==> config.mk <==
export PLATFORM = sky130hd
export DESIGN_NAME = vote_window_ctrl_flat
export DESIGN_NICKNAME = d
export VERILOG_FILES = /design/src/rtl/vote_window_ctrl_if.sv /design/src/rtl/vote_window_ctrl.sv /design/src/flat_wrapper.sv
export SDC_FILE = /design/constraint.sdc
export NUM_CORES = 1
export LEC_CHECK = 0
export BUFFER_PORTS_ARGS = -buffer_cell sky130_fd_sc_hd__buf_2
export CORE_AREA = 2 2 56 58
export DETAILED_ROUTE_END_ITERATION = 8
export DIE_AREA = 0 0 58 60
export PLACE_DENSITY = 0.76
export SYNTH_ARGS = -nofsm -noshare
export SYNTH_HDL_FRONTEND = slang
export SYNTH_SLANG_ARGS = --single-unit
==> constraint.sdc <==
create_clock -name clk -period 3.1 [get_ports clk]
set_input_delay 0.62 -clock clk [delete_from_list [all_inputs] [get_ports clk]]
set_output_delay 0.62 -clock clk [all_outputs]
set_load 0.02 [all_outputs]
==> src/rtl/vote_window_ctrl_if.sv <==
// Bundles the start/vote/result signals of vote_window_ctrl.
// master: the voter side plus the result consumer (drives start and votes).
// slave : the controller itself.
interface vote_window_ctrl_if;
  logic       start;
  logic [4:0] vote_valid;
  logic [4:0] vote_val;
  logic [4:0] vote_ack;
  logic       busy;
  logic       done;
  logic       pass;
  logic [2:0] yes_count;
  logic       timeout;

  modport master (
    output start, vote_valid, vote_val,
    input  vote_ack, busy, done, pass, yes_count, timeout
  );

  modport slave (
    input  start, vote_valid, vote_val,
    output vote_ack, busy, done, pass, yes_count, timeout
  );
endinterface

==> src/rtl/vote_window_ctrl.sv <==
// vote_window_ctrl: opens a bounded voting window, latches at most one vote
// per voter, closes on full set or timer expiry, and evaluates the
// exactly-three-yes rule. Results hold until the next accepted start.
// Optional feature macro: VOTE_ABSTAIN_EN -- when defined, a timeout closure
// still yields pass = (yes_count == 3); when undefined, a timeout forces pass=0.
module vote_window_ctrl #(
  parameter int WINDOW = 16,
  parameter int WIN_W  = 8
) (
  input logic               clk,
  input logic               rst_n,
  vote_window_ctrl_if.slave bus
);

  typedef enum logic [1:0] {
    IDLE    = 2'd0,
    COLLECT = 2'd1,
    EVAL    = 2'd2,
    DONE    = 2'd3
  } state_t;

  localparam logic [WIN_W-1:0] TIMER_LAST = WIN_W'(WINDOW - 1);
  localparam logic [4:0]       ALL_VOTED  = 5'b11111;

  state_t           state_q, state_d;
  logic [4:0]       mask_q, mask_d;       // voters already received
  logic [4:0]       votes_q, votes_d;     // latched vote values
  logic [WIN_W-1:0] timer_q, timer_d;
  logic             tmo_close_q, tmo_close_d; // window closed by the timer
  logic [4:0]       ack_q, ack_d;
  logic             busy_q, busy_d;
  logic             done_q, done_d;
  logic             pass_q, pass_d;
  logic [2:0]       cnt_q, cnt_d;
  logic             timeout_q, timeout_d;

  logic [4:0]       accept;
  logic [4:0]       yes_vec;
  logic [2:0]       yes_sum;

  // Next-state and registered-output computation.
  always_comb begin
    state_d     = state_q;
    mask_d      = mask_q;
    votes_d     = votes_q;
    timer_d     = timer_q;
    tmo_close_d = tmo_close_q;
    ack_d       = 5'b00000;
    done_d      = 1'b0;
    pass_d      = pass_q;
    cnt_d       = cnt_q;
    timeout_d   = timeout_q;
    accept      = 5'b00000;
    yes_vec     = votes_q & mask_q;
    yes_sum     = 3'd0;

    for (int i = 0; i < 5; i++) begin
      yes_sum = yes_sum + 3'(yes_vec[i]);
    end

    case (state_q)
      IDLE: begin
        if (bus.start) begin
          state_d     = COLLECT;
          mask_d      = 5'b00000;
          votes_d     = 5'b00000;
          timer_d     = '0;
          tmo_close_d = 1'b0;
          pass_d      = 1'b0;
          cnt_d       = 3'd0;
          timeout_d   = 1'b0;
        end
      end

      COLLECT: begin
        // Only first votes count; repeats from a received voter are dropped.
        accept = bus.vote_valid & ~mask_q;
        for (int i = 0; i < 5; i++) begin
          if (accept[i]) votes_d[i] = bus.vote_val[i];
        end
        mask_d  = mask_q | accept;
        ack_d   = accept;
        timer_d = timer_q + 1'b1;
        // A complete set closing on the last timer cycle is not a timeout.
        if (mask_d == ALL_VOTED) begin
          state_d     = EVAL;
          tmo_close_d = 1'b0;
        end else if (timer_q == TIMER_LAST) begin
          state_d     = EVAL;
          tmo_close_d = 1'b1;
        end
      end

      EVAL: begin
        cnt_d     = yes_sum;
        timeout_d = tmo_close_q;
`ifdef VOTE_ABSTAIN_EN
        pass_d    = (yes_sum == 3'd3);
`else
        pass_d    = (yes_sum == 3'd3) && !tmo_close_q;
`endif
        done_d    = 1'b1;
        state_d   = DONE;
      end

      DONE: begin
        state_d = IDLE;
      end

      default: begin
        state_d = IDLE;
      end
    endcase

    busy_d = (state_d != IDLE);
  end

  // State and output registers with synchronous active-low reset.
  always_ff @(posedge clk) begin
    if (!rst_n) begin
      state_q     <= IDLE;
      mask_q      <= 5'b00000;
      votes_q     <= 5'b00000;
      timer_q     <= '0;
      tmo_close_q <= 1'b0;
      ack_q       <= 5'b00000;
      busy_q      <= 1'b0;
      done_q      <= 1'b0;
      pass_q      <= 1'b0;
      cnt_q       <= 3'd0;
      timeout_q   <= 1'b0;
    end else begin
      state_q     <= state_d;
      mask_q      <= mask_d;
      votes_q     <= votes_d;
      timer_q     <= timer_d;
      tmo_close_q <= tmo_close_d;
      ack_q       <= ack_d;
      busy_q      <= busy_d;
      done_q      <= done_d;
      pass_q      <= pass_d;
      cnt_q       <= cnt_d;
      timeout_q   <= timeout_d;
    end
  end

  assign bus.vote_ack  = ack_q;
  assign bus.busy      = busy_q;
  assign bus.done      = done_q;
  assign bus.pass      = pass_q;
  assign bus.yes_count = cnt_q;
  assign bus.timeout   = timeout_q;

endmodule

==> src/flat_wrapper.sv <==
// flat-port wrapper written by rule: the top's interface ports become plain ports
module vote_window_ctrl_flat 
#(
  parameter int WINDOW = 16,
  parameter int WIN_W  = 8
)
  (clk, rst_n, bus_start, bus_vote_valid, bus_vote_val, bus_vote_ack, bus_busy, bus_done, bus_pass, bus_yes_count, bus_timeout);
  vote_window_ctrl_if bus_i ();
  input logic clk;
  input logic rst_n;
  input wire logic [$bits(bus_i.start)-1:0] bus_start;
  input wire logic [$bits(bus_i.vote_valid)-1:0] bus_vote_valid;
  input wire logic [$bits(bus_i.vote_val)-1:0] bus_vote_val;
  output wire logic [$bits(bus_i.vote_ack)-1:0] bus_vote_ack;
  output wire logic [$bits(bus_i.busy)-1:0] bus_busy;
  output wire logic [$bits(bus_i.done)-1:0] bus_done;
  output wire logic [$bits(bus_i.pass)-1:0] bus_pass;
  output wire logic [$bits(bus_i.yes_count)-1:0] bus_yes_count;
  output wire logic [$bits(bus_i.timeout)-1:0] bus_timeout;
  assign bus_i.start = bus_start;
  assign bus_i.vote_valid = bus_vote_valid;
  assign bus_i.vote_val = bus_vote_val;
  assign bus_vote_ack = bus_i.vote_ack;
  assign bus_busy = bus_i.busy;
  assign bus_done = bus_i.done;
  assign bus_pass = bus_i.pass;
  assign bus_yes_count = bus_i.yes_count;
  assign bus_timeout = bus_i.timeout;
  vote_window_ctrl #(.WINDOW(WINDOW), .WIN_W(WIN_W)) u_core (.clk(clk), .rst_n(rst_n), .bus(bus_i));
endmodule
# Word-level counts from Yosys, hierarchy flattened
# Cells that the tools add are included.
# totals
register_bits	33
in_bits	13
out_inout_bits	12
wordCells	75
# op_classes
addsub	5
eq_ne	13
n_mux	23
bitwise	4
reduce_logical	15
# ops
cell	n
$pmux 5 s2	2
$reduce_and 3->1	6
$pmux 8 s2	1
$and 5x5->5	2
$ne 2x1->1 const B	5
$add 3x1->3	3
$mux 1	9
$add 8x1->8 const B	1
$eq 8x4->1 const B	1
$mux 8	1
$pmux 2 s4	1
$mux 2	3
$pmux 1 s2	3
$pmux 3 s2	1
$reduce_and 2->1	3
$reduce_bool 2->1	3
$eq 5x5->1 const B	1
$mux 5	1
$not 5->5	1
$or 5x5->5	1
$eq 2x2->1 const B	2
$eq 3x2->1 const B	1
$mux 3	1
$ne 3x1->1 const B	1
6 further kinds	6

# Depth between registers and ports, before layout
# Gate-level depths: netlist (run 1).
# depth
depth_word	8
ltp_mapped	10
ltp_nobuf	10

# Worst setup path before layout (run 1)
# OpenSTA, ideal clock, no wires.
# synth_timing
path_kind	reg2reg
startpoint	register u_core.mask_q[0]
endpoint	register u_core.cnt_q[1], in the netlist u_core.bus.yes_count[1]
setup_time_ns	0.118
t_arrival_ns	2.180
required_ns	2.982
setup_slack_ns	0.802
path_stages_with_launch	10
n_path_buf	0
synth_period_minus_slack_ns	2.298
path_cell_list	dfxtp_1 and2_1 ha_1 inv_1 fa_1 inv_1 ha_1 fa_1 a22oi_1 nor2b_1
# synth_via
elab_chain_len	6
# synth_rtl
item	line_no	source
from (decl)	vote_window_ctrl.sv:26	logic [4:0] mask_q, mask_d;
from (signal assigned)	vote_window_ctrl.sv:134	mask_q <= mask_d;
$and 5x5->5	vote_window_ctrl.sv:54	yes_vec = votes_q & mask_q;
$add 1x1->2	vote_window_ctrl.sv:58	yes_sum = yes_sum + 3'(yes_vec[i]);
$add 3x1->3 (3 in series)	vote_window_ctrl.sv:58	
$pmux 3 s2	vote_window_ctrl.sv:61	case (state_q)
to (signal assigned)	vote_window_ctrl.sv:142	cnt_q <= cnt_d;
to (decl)	vote_window_ctrl.sv:34	logic [2:0] cnt_q, cnt_d;
# No other way between the ends.
# A chain may end at the register's enable or synchronous reset.

# Final worst setup path (run 1)
# layout_timing
startpoint	register u_core.mask_q[0]
endpoint	register u_core.pass_q, in the netlist u_core.bus.pass
# layout_via
elab_chain_len	8
# layout_rtl
item	line_no	source
$and 5x5->5	vote_window_ctrl.sv:54	
$add 1x1->2	vote_window_ctrl.sv:58	
$add 3x1->3 (3 in series)	vote_window_ctrl.sv:58	
$eq 3x2->1	vote_window_ctrl.sv:100	pass_d = (yes_sum == 3'd3) && !tmo_close_q;
$logic_and 1x1->1	vote_window_ctrl.sv:100	
$pmux 1 s2	vote_window_ctrl.sv:61	
to (signal assigned)	vote_window_ctrl.sv:141	pass_q <= pass_d;
to (decl)	vote_window_ctrl.sv:33	logic pass_q, pass_d;
# No other way between the ends.

==> results of run 1 <==
-- cells by family after synthesis --
kind of cell | after synthesis
flip-flops | 33
multiplexers | 2
AO/OA/AOI/OAI | 42
AND/OR/NAND/NOR | 78
adder cells (fa/ha/maj) | 5
buffers and inverters | 10
-- sequential cells by signal (all words and copies together) (netlist names), 2 cells and up --
| name | count |
|---|---|
| u_core.state_q | 2 |
| u_core.bus.yes_count | 3 |
| u_core.votes_q | 5 |
| u_core.timer_q | 8 |
| u_core.mask_q | 5 |
| u_core.bus.vote_ack | 5 |
-- critical path, stage by stage (launching register included) --
cell     delay (ps)
dfxtp_1         350
and2_1          170
ha_1            270
inv_1            50
fa_1            520
inv_1            40
ha_1            200
fa_1            500
nand4_1          90
a21oi_1         150
-- final cells by class --
type	count	area, um2	share of cell area (%)
Timing Repair Buffer	24	120.1	7.256
Sequential cell	33	660.6	39.91
Multi-Input combinational cell	127	775.7	46.86
Clock inverter	1	5.005	0.3023
Inverter	4	15.01	0.9070
Tap cell	33	41.29	2.494
Clock buffer	5	37.54	2.268
-- placed cells by master, fill, tap and decap left out, types with 7 or more instances in the layout --
| cell | count |
|---|---|
| a22oi_1 | 9 |
| nand2b_1 | 7 |
| nor2b_1 | 14 |
| dfxtp_1 | 33 |
| buf_2 | 24 |
| nor2_1 | 23 |
| nand2_1 | 17 |
| a21oi_1 | 11 |
| o21ai_0 | 7 |
-- power by group through the flow --
| stage | Combinational (uW) | Clock [uW] | Sequential (uW) |
|---|---|---|---|
| 2_1_floorplan | 59.1 | 0 | 457 |
| 3_3_place_gp | 82.6 | 0 | 459 |
| 3_5_place_dp | 84.3 | 0 | 460 |
| 4_1_cts | 84.6 | 219 | 450 |
| 5_1_grt | 95.2 | 235 | 453 |
| 6_report | 84.7 | 212 | 450 |
-- worst min-delay path by stage --
stage          slack (ps)                end  depth (start not counted)
3_3_place_gp          450  u_core.timer_q[7]                          1
3_5_place_dp          450    u_core.bus.pass                          2
2_1_floorplan         430  u_core.timer_q[7]                          1
6_report              460    u_core.bus.pass                          2
5_1_grt               500    u_core.bus.pass                          2
4_1_cts               460    u_core.bus.pass                          2
-- per-layer routing --
| layer | global-route usage [%] | part of all wire (%) | up-vias |
|---|---|---|---|
| met3 | 6.494 | 3.6 | 6 |
| met4 | 10.96 | 2.0 | 0 |
| met2 | 34.90 | 49 | 19 |
| li1 | - | - | 643 |
| met5 | 0 | 0 | - |
| met1 | 25.07 | 45 | 602 |
-- through the flow --
step / instance area [um2] / utilization, % / worst slack, ps / hold WS (ps)
2_1_floorplan: 1480 / - / 801.6 / 434.0
5_1_grt: 1655 / 57.03 / 533.6 / 501.5
3_5_place_dp: 1613 / 55.56 / 706.8 / 447.9
3_3_place_gp: 1613 / 55.56 / 741.8 / 445.8
4_1_cts: 1655 / 57.03 / 702.9 / 462.2
6_report: 1655 / 57.03 / 692.5 / 463.9
==> metrics, run 1 <==
internal power=approximately 550 uW; R2R Path End=u_core.bus.pass; Row Count=20; most frequent cell after synthesis=dfxtp_1; Avg Vias per Cell=between 5 and 6; Startpoint Class=flip-flop; main combinational cell family by area after synthesis=simple AND/OR/NAND/NOR gates; Core Area=around 2900 um2; Hold Path Class=reg2reg; pin count of the biggest net entering global routing=19; gr usage total=about a fifth; non-filler cells, final=~230; Setup Buffers After CTS=0; Net Sw Power=199.0 uW; layout cell share with drive strength beyond 1=15.98%; Sw Ratio=approximately a quarter; top post-synthesis cells by area=dfxtp_1 45%, nor2b_1 5.9%, nor2_1 5.8%; Setup crit start=u_core.mask_q[0]; Fillers=roughly 280; Die H=around 60 um; setup slack on the worst flop-to-flop path=slightly below 700 ps; Post-Syn Nets=~190; prevailing post-synth register cell=dfxtp_1; Reg power frac=about 60%; Seq cells post-synth=33; Routed WL per cell=about 14 um; number of synthesized flops with an enable pin=0; status=finished clean; drc violations=0; xor and xnor fraction of the mapped netlist area=0%; fin nets=roughly 210; DRT Wirelength=between 3 and 4 mm; IO Port Bufs=24; YS warnings=0; Die ar.=around 3500 um2; top cells by instance count after synthesis=33 x dfxtp_1, 23 x nor2_1, 17 x nand2_1; Mapped Area=1480 um2; Slew Limit Fails=0; Initial Utilization=about half; adder-cell share of the synthesized area=under 10%; Fin Clk Skew=~14 ps; antenna viol nets, final=0; reg2reg start=u_core.mask_q[0]; Max Cap Viol=0; crit path capture=u_core.bus.pass; combinational power share=approximately 11%; CTS tree=built; Clock Latency Late Sink=around 340 ps; die width=approximately 58 um; Setup crit end kind=flip-flop; dpl cells=~220; synthesis-to-layout area growth=11.83%; antenna violations before repair=0; post-synth top area share=approximately 45%; Pre-antenna DRT Iters=4; dpl hpwl=~2.3 mm; worst slew pin tran=approximately 610 ps; Max-slew headroom=approximately three fifths; Cell Pwr Density=451.3 nW/um2; Mapped Avg Cell Area=8.707 um2; vias in the first global route=roughly 1200; cells after synthesis=170; IO Count=25; Critical Path RT=3360 ps; Setup-failing EPs final=0; CTS H-tree lvls=2; Crit Path Class=reg2reg; Worst R2R Path Depth=9; clock buffer depth=2; complex-gate fraction of the synthesized area=18.85%; Worst-path clk slew=roughly 100 ps; total gr overflow=0; clock sinks=33; global-route wire length before repair=roughly 5.4 mm; sequential-to-total area share from yosys stat=between 40% and 50%; CTS Hold Bufs=0; PostCTS Resize Cnt=0; Leakage=slightly above 0.0007 uW; fmax=0.4154 GHz; mux share of post-synthesis cell area=approximately 1.5%; GPL Wtd Cong=0.8519; simple-gate portion of the synthesized area=26.80%; Root Driver=clkbuf_4; via count=approximately 1300; minimum clock period=2407 ps; distinct cell type count after synthesis=35; Ant. Diodes=0; RSZ-0062 raised after global routing=no; total power=around 750 uW; final hold violation count=0; clock share of power=between 20% and 30%; Final period util=77.66%; min-delay src=u_core.bus.pass; crit path max fanout=5; Setup TNS=0 ps; Critical Path AT=around 2700 ps; Async S/R FF share, synth=0%; initial drt markers=43; Peak VDD IR=roughly 380 uV; CTS buffer count=5; Synth area leader=dfxtp_1
(Power assumes the default switching activity.)
==> run 2, diff against run 1 <==
==> constraint.sdc (replaced) <==
create_clock -name clk -period 2.43 [get_ports clk]
set_input_delay 0.486 -clock clk [delete_from_list [all_inputs] [get_ports clk]]
set_output_delay 0.486 -clock clk [all_outputs]
set_load 0.02 [all_outputs]
==> metrics, run 2 (same netlist as run 1, synthesis figures left out) <==
Setup-failing EPs final=0 (unchanged); Max Cap Viol=0 (unchanged); RSZ-0062 raised after global routing=no; fin nets=217 (+1.9%); Final period util=95.94% (+18 points); Pre-antenna DRT Iters=4 (unchanged); Core Area=2903 um2 (unchanged); total gr overflow=0 (unchanged); drc violations=0 (unchanged); DRT Wirelength=3.351 mm (+3.9%); Fin Clk Skew=3.903 ps (-10.06 ps); Root Driver=clkbuf_4; Net Sw Power=260.2 uW (+31%); final hold violation count=0 (unchanged); Setup crit end kind=flip-flop; minimum clock period=2331 ps (-76.08 ps); vias in the first global route=1279 (+2.6%); Ant. Diodes=0 (unchanged); CTS H-tree lvls=2 (unchanged); Routed WL per cell=14.44 um (+1.7%); total power=1002 uW (+34%); GPL Wtd Cong=0.8752 (+2.7%); via count=1310 (+3.1%); status=finished clean; Hold Path Class=in2reg; Die ar.=3480 um2 (unchanged); commonest non-fill, non-tap cell in the layout=dfxtp_1; Setup TNS=0 ps (unchanged); Largest Register=u_core.timer_q; non-filler cells, final=232 (+2.2%); IO Count=25 (unchanged); worst slew pin tran=498.4 ps (-108.6 ps); pin count of the biggest net entering global routing=15 (-4); antenna violations before repair=0 (unchanged); Worst-path clk slew=90 ps (about the same); Clock Latency Late Sink=330 ps (about the same); number of flip-flops in the largest register=8 (unchanged); Leakage=0.0007274 uW (+2.9%); layout cell share with drive strength beyond 1=20.10% (+4.1 points); clock share of power=31.0% (+2.6 points); Core Util, Final=58.84% (+1.8 points); gr usage total=22.08% (+0.84 points); clock buffer depth=2 (unchanged); global-route wire length before repair=5.651 mm (+5.1%); CTS tree=built; fmax=0.4289 GHz (+3.3%); Max-slew headroom=66.71% (+7.2 points); internal power=742.0 uW (+35%); dpl cells=224 (+1.4%); IO Port Bufs=24 (unchanged); initial drt markers=47 (+9.3%); CTS buffer count=5 (unchanged); Startpoint Class=flip-flop; Sw Ratio=25.96% (-0.67 points); dpl hpwl=2.420 mm (+4.2%); Crit Path Class=reg2reg; Peak VDD IR=365.1 uV (-2.9%); crit path max fanout=5 (unchanged); Critical Path RT=2700 ps (-660 ps); Initial Utilization=50.99% (unchanged); CTS Hold Bufs=0 (unchanged); clock sinks=33 (unchanged); Row Count=20 (unchanged); antenna viol nets, final=0 (unchanged); Cell Pwr Density=586.8 nW/um2 (+30%); combinational power share=12.0% (+0.7 points); Slew Limit Fails=0 (unchanged); Die H=60 um (unchanged); Avg Vias per Cell=5.647 (+0.93%); Critical Path AT=2600 ps (-70 ps); die width=58 um (unchanged); Reg power frac=57.0% (-3.3 points); most frequent cells in the layout=31 x dfxtp_1, 24 x buf_2, 23 x nor2_1, 17 x nand2_1, 14 x nor2b_1; synthesis-to-layout area growth=15.38%
## run 2: timing repair
| action | in CTS | in global routing |
|---|---|---|
| endpoints found under the setup margin | 0 | 3 |
| setup buffers | 0 | 1 |
| resized for setup | 0 | 5 |
## run 2: per-stage QoR
| step | hold WS [ps] | instance area [um2] | setup slack (ps) |
|---|---|---|---|
| finish | 418.0 | 1708 | 98.59 |
| global route | 412.7 | 1708 | 29.96 |
| CTS | 405.9 | 1690 | 2.728 |
| detailed placement | 450.7 | 1635 | 9.991 |
| global placement | 444.4 | 1635 | 82.96 |
| floorplan | 434.0 | 1480 | 131.6 |
## run 2: final timing paths
check,startpoint,slack [ps],cells past startpoint,endpoint
setup / recovery,u_core.mask_q[1],100,9,u_core.bus.yes_count[1]
hold / removal,bus_vote_val[3],420,3,u_core.votes_q[3]
setup reg to reg,u_core.mask_q[1],100,9,u_core.bus.yes_count[1]
hold reg to reg,u_core.bus.pass,460,2,u_core.bus.pass
## run 2: critical path, stage by stage (launching register included)
cell     delay [ps]
dfxtp_2         340
and2_1          160
ha_1            270
inv_1            40
fa_1            470
inv_1            50
ha_2            180
fa_2            540
a22oi_1          80
nor2b_1         140
## run 2: area by class of cell
type                       count  area [um2]
clock buffer                   7       55.05
fill                         272        1195
inverter                       4       15.01
tap                           33       41.29
sequential                    33       663.1
timing repair buffer          28       150.1
multi-input combinational    127       783.3
## run 2: metal layers
layer / part of all wire [%] / vias up / track usage (%)
li1: - / 654 / -
met1: 45 / 633 / 26.05
met4: 1.8 / 0 / 12.29
met5: 0 / - / 0
met3: 3.2 / 6 / 6.710
met2: 50 / 17 / 35.88
## run 2: power groups by stage
stage                     logic [uW]  clock network [uW]  registers (uW)
final                            120                 311             571
after floorplan                 75.4                   0             583
after detailed placement         117                   0             584
after global routing             134                 351             574
after global placement           114                   0             583
after CTS                        118                 325             571
==> run 3, diff against run 2 <==
--- a/config.mk
+++ b/config.mk
@@ -10,6 +10,7 @@
 export DETAILED_ROUTE_END_ITERATION = 8
 export DIE_AREA = 0 0 58 60
 export PLACE_DENSITY = 0.76
+export SETUP_SLACK_MARGIN = 0.3
 export SYNTH_ARGS = -nofsm -noshare
 export SYNTH_HDL_FRONTEND = slang
 export SYNTH_SLANG_ARGS = --single-unit
==> metrics, run 3 (same netlist as run 1, synthesis figures left out) <==
CP max stage delay=540 ps (about the same); vias in the first global route=1264 (-1.2%); CTS H-tree lvls=2 (unchanged); non-filler cells, final=234 (+0.86%); Worst-path clk slew=110 ps (+20 ps); dpl hpwl=2.357 mm (-2.6%); Fillers=261 (-4.0%); via count=1345 (+2.7%); CP Buf/Inv Count=2 (unchanged); Initial Utilization=50.99% (unchanged); number of flip-flops in the largest register=8 (unchanged); synthesis-to-layout area growth=18.43%; most frequent cells in the layout=29 x dfxtp_1, 24 x buf_2, 23 x nor2_1, 17 x nand2_1, 14 x nor2b_1; antenna viol nets, final=0 (unchanged); Largest Register=u_core.timer_q; Critical Path RT=2710 ps (about the same); antenna violations before repair=0 (unchanged); IO Count=25 (unchanged); CTS Hold Bufs=0 (unchanged); RSZ-0062 raised after global routing=yes; DRT Wirelength=3.378 mm (+0.81%); multi-input logic area=803.3 um2 (+2.6%); fin nets=218 (+0.46%); total gr overflow=0 (unchanged); Peak VDD IR=388.2 uV (+6.3%); commonest non-fill, non-tap cell in the layout=dfxtp_1; Crit Path Class=reg2reg; Final period util=96.10% (+0.15 points); CTS tree=built; Critical Path AT=2610 ps (about the same); minimum clock period=2335 ps (+3.717 ps); clock buffer depth=2 (unchanged); fmax=0.4282 GHz (-0.16%); met2 Usage GRT=36.20% (+0.32 points); Setup-failing EPs final=0 (unchanged); drc violations=0 (unchanged); IO Port Bufs=24 (unchanged); Slew Limit Fails=0 (unchanged); global-route wire length before repair=5.782 mm (+2.3%); Row Count=20 (unchanged); Pre-antenna DRT Iters=4 (unchanged); CTS buffer count=5 (unchanged); Root Driver=clkbuf_4; setup slack on the worst flop-to-flop path=90 ps (about the same); crit-path cells=and2_4 > ha_4 > inv_2 > fa_1 > inv_1 > ha_2 > fa_2 > nand4_1 > a21oi_1; Fin Clk Skew=12.21 ps (+8.304 ps); met3 Use GR=7.792% (+1.1 points); layout cell share with drive strength beyond 1=24.38% (+4.3 points); met1 GRT Util=27.57% (+1.5 points); Core Area=2903 um2 (unchanged); Max Cap Viol=0 (unchanged); Die H=60 um (unchanged); Die ar.=3480 um2 (unchanged); dpl cells=224 (unchanged); Setup crit end kind=flip-flop; final hold violation count=0 (unchanged); Routed WL per cell=14.44 um (about the same); grt peak-use layer=met2; crit path max fanout=2 (-3); die width=58 um (unchanged); Leakage=0.0007426 uW (+2.1%); Hold Path Class=in2reg; initial drt markers=39 (-17%); Max-slew headroom=61.64% (-5.1 points); delay-heaviest family, CP=adder cells; clock sinks=33 (unchanged); Clock Latency Late Sink=350 ps (+20 ps); Slowest cell on crit path=fa_2; Setup TNS=0 ps (unchanged); Avg Vias per Cell=5.748 (+1.8%); GPL Wtd Cong=0.8258 (-5.6%); worst slew pin tran=574.3 ps (+75.90 ps); Startpoint Class=flip-flop; Cell Pwr Density=601.5 nW/um2 (+2.5%); sequential cell area=665.6 um2 (+0.38%); pin count of the biggest net entering global routing=18 (+3); status=finished clean; gr usage total=22.18% (+0.10 points); Ant. Diodes=0 (unchanged)
-- run 3: changes by cell type in the layout (fill, tap and decap cells not counted), sizes merged --
cell / change
clkinv: +1
buf: +1
-- run 3: area by class of cell --
cell class | instances | share of cell area, %
clock inverters | 1 | 0.2855
inverters | 4 | 0.8565
repair buffers | 29 | 8.994
flip-flops and latches | 33 | 37.97
clock buffers | 7 | 3.712
well taps | 33 | 2.355
multi-input cells | 127 | 45.82
-- run 3: per-layer routing --
| metal | up-vias | routed length (um) |
|---|---|---|
| li1 | 656 | - |
| met1 | 625 | 1461 |
| met3 | 15 | 219 |
| met2 | 49 | 1635 |
| met4 | 0 | 62 |
| met5 | - | 0 |
-- run 3: repair_timing --
item                       in CTS  in global routing
buffers inserted                2                  0
setup endpoints to repair       3                  3
resized for setup               6                  0
pin swaps                       6                  2
-- run 3: final timing paths --
path	from	to	cells past startpoint
hold / removal	bus_vote_val[2]	u_core.votes_q[2]	3
setup reg to reg	u_core.mask_q[0]	u_core.bus.pass	9
setup / recovery	u_core.mask_q[0]	u_core.bus.pass	9
hold reg to reg	u_core.timer_q[7]	u_core.timer_q[7]	1
-- run 3: through the flow --
stage,total power [uW],utilization [%],worst slack (ps),hold slack (ps),instance area [um2]
6_report,1054,60.39,94.87,401.8,1753
5_1_grt,1102,60.39,68.94,418.4,1753
4_1_cts,1055,60.39,138.4,399.1,1753
3_5_place_dp,700.2,56.59,145.8,457.1,1643
3_3_place_gp,696.2,56.59,187.1,448.9,1643
2_1_floorplan,659.2,-,226.1,434.0,1488
-- run 3: power breakdown --
group	internal, uW	switching, uW
sequential	557	9.99
clock	168	194
combinational	49.9	76.0
total	775	280
-- run 3: worst register-to-register path, delay by kind of cell (launching register included) --
family	cells	cell delay, ps
compound gates	1	170
fa+ha+maj	4	1440
buf+inv	2	70
flops	1	340
simple gates	2	250
